$ cat src/rtl/fpu_sgnj_operand_stage_pkg.sv
// Shared FPU definitions: sign-injection funct3 codes, formats, canonical NaNs
// and IEEE field widths selected by register-file width.
package fpu_sgnj_operand_stage_pkg;

    typedef enum logic [2:0] {
        SGNJ  = 3'b000,
        SGNJN = 3'b001,
        SGNJX = 3'b010
    } sgnj_op_e;

    typedef enum logic {
        FMT_S = 1'b0,
        FMT_D = 1'b1
    } fp_fmt_e;

    localparam logic [31:0] CANON_NAN_S = 32'h7FC0_0000;
    localparam logic [63:0] CANON_NAN_D = 64'h7FF8_0000_0000_0000;

    localparam int unsigned EXP_W_S = 8;
    localparam int unsigned MAN_W_S = 23;
    localparam int unsigned EXP_W_D = 11;
    localparam int unsigned MAN_W_D = 52;

    function automatic int unsigned exp_w(input int unsigned bus_width);
        return (bus_width == 64) ? EXP_W_D : EXP_W_S;
    endfunction

    function automatic int unsigned man_w(input int unsigned bus_width);
        return (bus_width == 64) ? MAN_W_D : MAN_W_S;
    endfunction

endpackage

$ cat src/rtl/fpu_sgnj_operand_stage_nan_unbox.sv
// Combinational NaN-unbox of one FLEN-wide operand; single-precision values
// come out right-aligned with zeroed upper bits, or as canonical NaN if not boxed.
module fpu_nan_unbox
    import fpu_sgnj_operand_stage_pkg::*;
#(
    parameter int unsigned BUS_WIDTH = 64
) (
    input  logic [BUS_WIDTH-1:0] op_i,
    input  logic                 is_single_i,
    output logic [BUS_WIDTH-1:0] op_o
);

    generate
        if (BUS_WIDTH == 64) begin : g_box
            always_comb begin
                op_o = op_i;
                if (is_single_i) begin
                    if (&op_i[63:32]) begin
                        op_o = {32'h0, op_i[31:0]};
                    end else begin
                        op_o = {32'h0, CANON_NAN_S};
                    end
                end
            end
        end else begin : g_nobox
            // A 32-bit register file holds singles natively; nothing to unbox.
            logic unused_single;
            assign unused_single = is_single_i;
            assign op_o          = op_i;
        end
    endgenerate

endmodule

$ cat src/rtl/fpu_sgnj_operand_stage.sv
// FSGNJ operand-preparation stage: unbox, fold funct3 into operand-2 sign,
// and buffer in a 2-entry FIFO whose outputs come straight from registers.
module fpu_sgnj_operand_stage
    import fpu_sgnj_operand_stage_pkg::*;
#(
    parameter int unsigned BUS_WIDTH = 64,
    parameter int unsigned TAG_W     = 5
) (
    input  logic                 clk,
    input  logic                 rst_n,
    input  logic                 flush,
    input  logic                 in_valid,
    output logic                 in_ready,
    input  logic [2:0]           in_funct3,
    input  logic                 in_fmt,
    input  logic [BUS_WIDTH-1:0] in_rs1,
    input  logic [BUS_WIDTH-1:0] in_rs2,
    input  logic [TAG_W-1:0]     in_tag,
    output logic                 out_valid,
    input  logic                 out_ready,
    output logic [BUS_WIDTH-1:0] out_in1,
    output logic [BUS_WIDTH-1:0] out_in2,
    output logic                 out_fmt,
    output logic [TAG_W-1:0]     out_tag,
    output logic                 out_illegal
);

    localparam int unsigned SIGN_S = EXP_W_S + MAN_W_S;
    localparam int unsigned SIGN_D = exp_w(BUS_WIDTH) + man_w(BUS_WIDTH);

    typedef struct packed {
        logic [BUS_WIDTH-1:0] in1;
        logic [BUS_WIDTH-1:0] in2;
        logic                 fmt;
        logic [TAG_W-1:0]     tag;
        logic                 illegal;
    } entry_t;

    logic                 is_dbl;
    logic [BUS_WIDTH-1:0] op1_ub;
    logic [BUS_WIDTH-1:0] op2_ub;
    entry_t               wr_entry;

    entry_t               mem_q [2];
    logic                 wr_ptr_q, wr_ptr_d;
    logic                 rd_ptr_q, rd_ptr_d;
    logic [1:0]           count_q,  count_d;
    logic                 push, pop;

    assign is_dbl = (BUS_WIDTH == 64) && (in_fmt == FMT_D);

    fpu_nan_unbox #(.BUS_WIDTH(BUS_WIDTH)) u_unbox_rs1 (
        .op_i        (in_rs1),
        .is_single_i (!is_dbl),
        .op_o        (op1_ub)
    );

    fpu_nan_unbox #(.BUS_WIDTH(BUS_WIDTH)) u_unbox_rs2 (
        .op_i        (in_rs2),
        .is_single_i (!is_dbl),
        .op_o        (op2_ub)
    );

    always_comb begin
        wr_entry.in1     = op1_ub;
        wr_entry.in2     = op2_ub;
        wr_entry.fmt     = is_dbl;
        wr_entry.tag     = in_tag;
        wr_entry.illegal = 1'b0;
        case (in_funct3)
            SGNJ: begin
            end
            SGNJN: begin
                if (is_dbl) wr_entry.in2[SIGN_D] = ~op2_ub[SIGN_D];
                else        wr_entry.in2[SIGN_S] = ~op2_ub[SIGN_S];
            end
            SGNJX: begin
                if (is_dbl) wr_entry.in2[SIGN_D] = op1_ub[SIGN_D] ^ op2_ub[SIGN_D];
                else        wr_entry.in2[SIGN_S] = op1_ub[SIGN_S] ^ op2_ub[SIGN_S];
            end
            default: wr_entry.illegal = 1'b1;
        endcase
    end

    assign in_ready  = (count_q != 2'd2);
    assign out_valid = (count_q != 2'd0);
    assign push      = in_valid && in_ready;
    assign pop       = out_valid && out_ready;

    always_comb begin
        wr_ptr_d = wr_ptr_q;
        rd_ptr_d = rd_ptr_q;
        count_d  = count_q;
        if (flush) begin
            wr_ptr_d = 1'b0;
            rd_ptr_d = 1'b0;
            count_d  = 2'd0;
        end else begin
            if (push) wr_ptr_d = ~wr_ptr_q;
            if (pop)  rd_ptr_d = ~rd_ptr_q;
            case ({push, pop})
                2'b10:   count_d = count_q + 2'd1;
                2'b01:   count_d = count_q - 2'd1;
                default: count_d = count_q;
            endcase
        end
    end

    always_ff @(posedge clk or negedge rst_n) begin
        if (!rst_n) begin
            wr_ptr_q <= 1'b0;
            rd_ptr_q <= 1'b0;
            count_q  <= 2'd0;
            for (int unsigned i = 0; i < 2; i++) begin
                mem_q[i] <= '0;
            end
        end else begin
            wr_ptr_q <= wr_ptr_d;
            rd_ptr_q <= rd_ptr_d;
            count_q  <= count_d;
            if (push && !flush) begin
                mem_q[wr_ptr_q] <= wr_entry;
            end
        end
    end

    assign out_in1     = mem_q[rd_ptr_q].in1;
    assign out_in2     = mem_q[rd_ptr_q].in2;
    assign out_fmt     = mem_q[rd_ptr_q].fmt;
    assign out_tag     = mem_q[rd_ptr_q].tag;
    assign out_illegal = mem_q[rd_ptr_q].illegal;

endmodule

$ cat config.mk
export PLATFORM = sky130hd
export DESIGN_NAME = fpu_sgnj_operand_stage
export DESIGN_NICKNAME = d
export VERILOG_FILES = /design/src/rtl/fpu_sgnj_operand_stage_pkg.sv /design/src/rtl/fpu_sgnj_operand_stage_nan_unbox.sv /design/src/rtl/fpu_sgnj_operand_stage.sv
export SDC_FILE = /design/constraint.sdc
export NUM_CORES = 1
export LEC_CHECK = 0
export ABC_AREA = 1
export CORE_MARGIN = 4
export CORE_UTILIZATION = 40
export CTS_BUF_LIST = sky130_fd_sc_hd__clkbuf_8 sky130_fd_sc_hd__clkbuf_16
export DETAILED_ROUTE_END_ITERATION = 7
export HOLD_SLACK_MARGIN = 0.1
export PLACE_DENSITY_LB_ADDON = 0.3
export RECOVER_POWER = 25
export SYNTH_ARGS = -nofsm -noshare
export SYNTH_HDL_FRONTEND = slang
export SYNTH_SLANG_ARGS = --single-unit
$ cat constraint.sdc
create_clock -name clk -period 1.8 [get_ports clk]
set_input_delay 0.27 -clock clk [delete_from_list [all_inputs] [get_ports clk]]
set_output_delay 0.27 -clock clk [all_outputs]
set_load 0.01 [all_outputs]
# == Word-level counts from Yosys, hierarchy flattened ==
# Cells that the tools add are included.
# word_totals
inputBits,142
word_cells,67
ff_bits,274
out_inout_bits,137
# op_classes
order_cmp,3
n_addsub,2
n_reduce_logical,13
eq_ne,5
muxes,23
n_bitwise,8
# ops
operator,n
$mux W135,4
$bwmux W270,1
$demux W135 S1,1
$mux W64,2
$mux W32,2
$reduce_and A32 Y1,2
$mux W1,9
$reduce_bool A2 Y1,3
$ge A2 B2 Y1 const B,2
$logic_and A1 B1 Y1,4
$not A1 Y1,4
$not A1 Y2,2
$pmux W1 S2,2
$pmux W2 S2,1
$eq A3 B1 Y1 const B,1
$eq A3 B2 Y1 const B,1
$logic_not A3 Y1,1
$reduce_bool A3 Y1,1
$reduce_or A3 Y1,1
$add A2 B1 Y2 const B,1
$eq A2 B1 Y1 const B,1
$eq A2 B2 Y1 const B,1
$lt A2 B1 Y1 const B,1
$mux W2,1
4 further kinds,5

# == Logic depth before layout (Yosys ltp) ==
# logic_depth
depth_word,7
depth_mapped,13
ltp_nobuf,13

# == Modules after synthesis ==
# A second synthesis with hierarchy kept.
# hier_totals
hier_cells,1888
hier_area_um2,14146.1
# modules_own_cells
module,area_each_um2,n_inst,cells_per_inst,seq_area_each_um2
fpu_sgnj_operand_stage,12434.4,1,1504,6856.6
fpu_nan_unbox,855.8,2,192,0.0

# == Worst setup path before layout ==
# Ideal clock, no wire load.
# synth_path
kind,reg-to-output
from,register rd_ptr_q
to,output port out_in1[18]
path_stages_with_launch,6
arrival_time_ps,1316
required_time_ps,1530
path_buffers,3
setup_slack_ps,214
cell_sequence,dfrtp_1 -> clkbuf_1 -> clkbuf_1 -> clkbuf_1 -> nand2_1 -> nand2_1
# synth_between
elab_chain_cells,4
# synth_rtl
element,line_no,rtl
"start, declared",fpu_sgnj_operand_stage.sv:46,"logic rd_ptr_q, rd_ptr_d;"
"start signal, assigned",fpu_sgnj_operand_stage.sv:119,rd_ptr_q <= rd_ptr_d;
$not A1 Y2 (implied by the code),fpu_sgnj_operand_stage.sv:127,assign out_in1 = mem_q[rd_ptr_q].in1;
$mux W135 (3 in a row),--,
"end, declared",fpu_sgnj_operand_stage.sv:21,"output logic [BUS_WIDTH-1:0] out_in1,"
# No other way between the ends. The select of a mux whose other input is x is not followed.

# == Final worst setup path ==
# layout_path
from,register rd_ptr_q
to,output port out_in1[16]
# The elaborated chain is that of the path after synthesis.

==> flow_metrics.py <==
metrics = {
    "sta": {
        "fmax_mhz": 472.3,
        "setup_viol": 135,
        "slew_violations": 0,
        "finalSetupTns_ns": -32.40,
        "relSlewSlack_pct": 3.381,
        "hold_viol": 0,
        "rsz0062_at_grt": "yes",
        "fin_ws_ns": -0.3171,
        "worstMarginPinSlew_ns": 1.449,
        "period_share_pct": 117.6,
        "min_period_ns": 2.117,
        "fin_skew_ns": 0.01354,
    },
    "critical_path": {
        "cp_data_arrival_time_ns": 1.85,
        "required_ns": 1.53,
        "start_kind": "flip-flop",
        "slowest_stage": "dfrtp_4",
        "slowest_delay_ns": 0.57,
        "reg2reg_to": "mem_q[260]",
        "cp_max_fo": 7,
        "worst_path_most_repeated_cell": "buf_12",
        "path_cells": "buf_12, buf_12, buf_16, nand2_2, nand2_1, buf_2",
        "rrSetupSlack_ns": 0.23,
        "r2r_cells": 8,
        "end_kind": "output port",
        "r2r_start": "count_q[0]",
        "critical_path_class": "flip-flop to output port",
    },
    "synth": {
        "yosysSeqAreaShare_pct": 55.51,
        "post_synth_and_or_nand_nor_area_fraction_pct": 26.77,
        "synth-edff-count": 0,
        "yosys_register_bits": 274,
        "mappedNetlistArea_sq_mm": 0.01235,
        "yosys_most_used_dff": "dfrtp_1",
        "yosys_warnings": 0,
        "synth-async-reset-ratio_pct": 100.0,
        "synthAdderAreaFrac_pct": 0,
        "synth_xor_area_share_pct": 0,
        "syn_nets": 1740,
        "syn_inst": 1598,
        "post_synth.cell_area_avg_sq_um": 7.730,
        "synth_compound_area_share_pct": 12.15,
        "synth_cell_types": 25,
        "synthMuxAreaShare_pct": 0,
        "synth_top_family_by_area": "simple AND/OR/NAND/NOR gates",
    },
    "job": {
        "drv_cap": 0,
    },
    "cells_and_area": {
        "finalNetCount": 2093,
        "drive_gt1_share_pct": 26.67,
        "syn2layout_area_growth_pct": 52.18,
    },
    "placement": {
        "dpl.hpwl_um": 24200,
        "gp_congestion": 0.7914,
        "io_buffers": 278,
    },
    "floorplan": {
        "num_rows": 64,
        "coreArea_sq_mm": 0.03051,
        "start_util_pct": 40.49,
        "dieArea_sq_mm": 0.03375,
        "die-width_um": 183.7,
        "ioPinCount": 279,
        "die_y_um": 183.7,
    },
    "run_status": {
        "status": "finished with violations",
        "violations": "setup timing",
    },
    "clock_tree": {
        "cts_tree": "yes",
        "path_clk_slew_ns": 0.06,
        "root_buffer": "clkbuf_16",
        "htree_levels": 1,
        "clock_path_buffers": 3,
        "insertion_delay_ns": 0.55,
        "cts_buffers": 30,
        "cts_num_sinks": 274,
    },
    "grt": {
        "grt_pass1_vias": 11709,
        "grt-ovfl-total": 0,
        "grt_pass1_wl_um": 62030,
        "antenna_found_initial": 0,
        "grt_max_degree": 64,
        "grtUsageTotal_pct": 22.49,
    },
    "min_path": {
        "hold_start": "in_fmt",
        "hold_class": "input port to flip-flop",
        "min_to": "mem_q[141]",
        "hold_depth": 3,
    },
    "routing": {
        "drt_iter0_drc": 718,
        "wl_um": 39020,
        "viasPerCell": 4.980,
        "drt-pass1-iter-count": 5,
        "routedWlPerCell_um": 16.46,
        "via_count": 11803,
        "ant_nets": 0,
        "drc": 0,
    },
    "power": {
        "power_uw": 28600,
        "powerDensity_mw_per_mm2": 1521,
        "peakVddDrop_uv": 916.4,
        "p_leak_uw": 0.009512,
    },
}
## worst max-delay path, delay by kind of cell (launching register included)
kind | cells | cell delay (ns)
flip-flops | 1 | 0.57
buffers and inverters | 4 | 0.60
AND/OR/NAND/NOR | 2 | 0.11
## layout by cell type (no fill, tap or decap), drive strengths merged, types with 3 or more instances in the layout
cell type      netlist  layout
nand2              813     813
buf                 40     278
nor3                 5       5
clkdlybuf4s50        0     139
clkbuf              62      38
nor2                42      42
a31oi               18      18
clkinv               1       5
o21ai              272     272
bufinv               0       4
a21oi                3       3
nand3                5       5
dfrtp              274     274
inv                 59      68
## worst max path at each step
stage | startpoint | end | cells after the start
after floorplan | rd_ptr_q | out_in1[18] | 5
after global placement | in_rs2[63] | mem_q[173] | 14
after detailed placement | in_rs2[34] | mem_q[26] | 10
after CTS | rd_ptr_q | out_in1[62] | 6
after global routing | rd_ptr_q | out_in2[46] | 7
final | rd_ptr_q | out_in1[16] | 6
## report_power, final
part	internal [uW]	switching, uW	leakage, uW
Clock	3820	2460	0.000531
Combinational	5720	6040	0.00547
Sequential	8800	1760	0.00351
Total	18300	10300	0.00951
## metal layers
| layer | vias up | track usage, % | share of wire (%) |
|---|---|---|---|
| met2 | 370 | 37.17 | 48 |
| met4 | 0 | 5.679 | 2.8 |
| li1 | 5770 | - | - |
| met1 | 5592 | 31.32 | 43 |
| met3 | 71 | 3.562 | 5.8 |
| met5 | - | 0 | 0 |
## kinds of logic after synthesis
kind of cell | Yosys count
AOI/OAI and AO/OA | 294
and+or+nand+nor | 868
DFF | 274
buffers and inverters | 162
## synthesized netlist by cell type, types with 4 or more instances
cell type | instances | area [sq um]
a31oi_1 | 18 | 112.6
buf_4 | 10 | 75.07
o21ai_1 | 99 | 495.5
inv_1 | 55 | 206.5
o21ai_0 | 172 | 860.8
inv_2 | 4 | 15.01
nand2_1 | 811 | 3044
nor2_1 | 42 | 157.7
dfrtp_1 | 274 | 6857
clkbuf_1 | 62 | 232.7
buf_2 | 28 | 140.1
nand3_1 | 5 | 25.02
## timing repair
item                                    CTS  global route
hold endpoints to repair                274             0
pin swaps                                32            46
gates cloned                             16             1
resized for setup                       801           192
setup buffers                            43             8
hold buffers                              1             0
endpoints found under the setup margin  140           147
## sequential cells by signal (all words and copies together) (netlist names)
| signal | count |
|---|---|
| mem_q | 270 |
| rd_ptr_q | 1 |
| count_q | 2 |
| wr_ptr_q | 1 |
## through the flow
stage                     area [sq um]  std cells  utilization, %  hold slack [ns]  setup slack [ns]
after floorplan                  12350       1598               -         -0.02559            0.2145
after global placement           16180       2258           53.02           0.2232           -0.5106
after detailed placement         16180       2258           53.02           0.2313           -0.5954
after CTS                        18180       2369           59.58           0.1211           -0.3625
after global routing             18790       2368           61.59           0.1666           -0.3703
final                            18800       2370           61.61           0.1527           -0.3171
## cell type report
cell class | instances | area (sq um)
Fill cell | 2584 | 11710
Sequential cell | 274 | 6860
Multi-Input combinational cell | 1162 | 5714
Timing Repair Buffer | 423 | 4462
Clock buffer | 35 | 830.8
Tap cell | 396 | 495.5
Inverter | 60 | 247.7
Clock inverter | 18 | 181.4
Antenna cell | 2 | 5.005
Note: power is estimated with default switching activity, not from simulation.
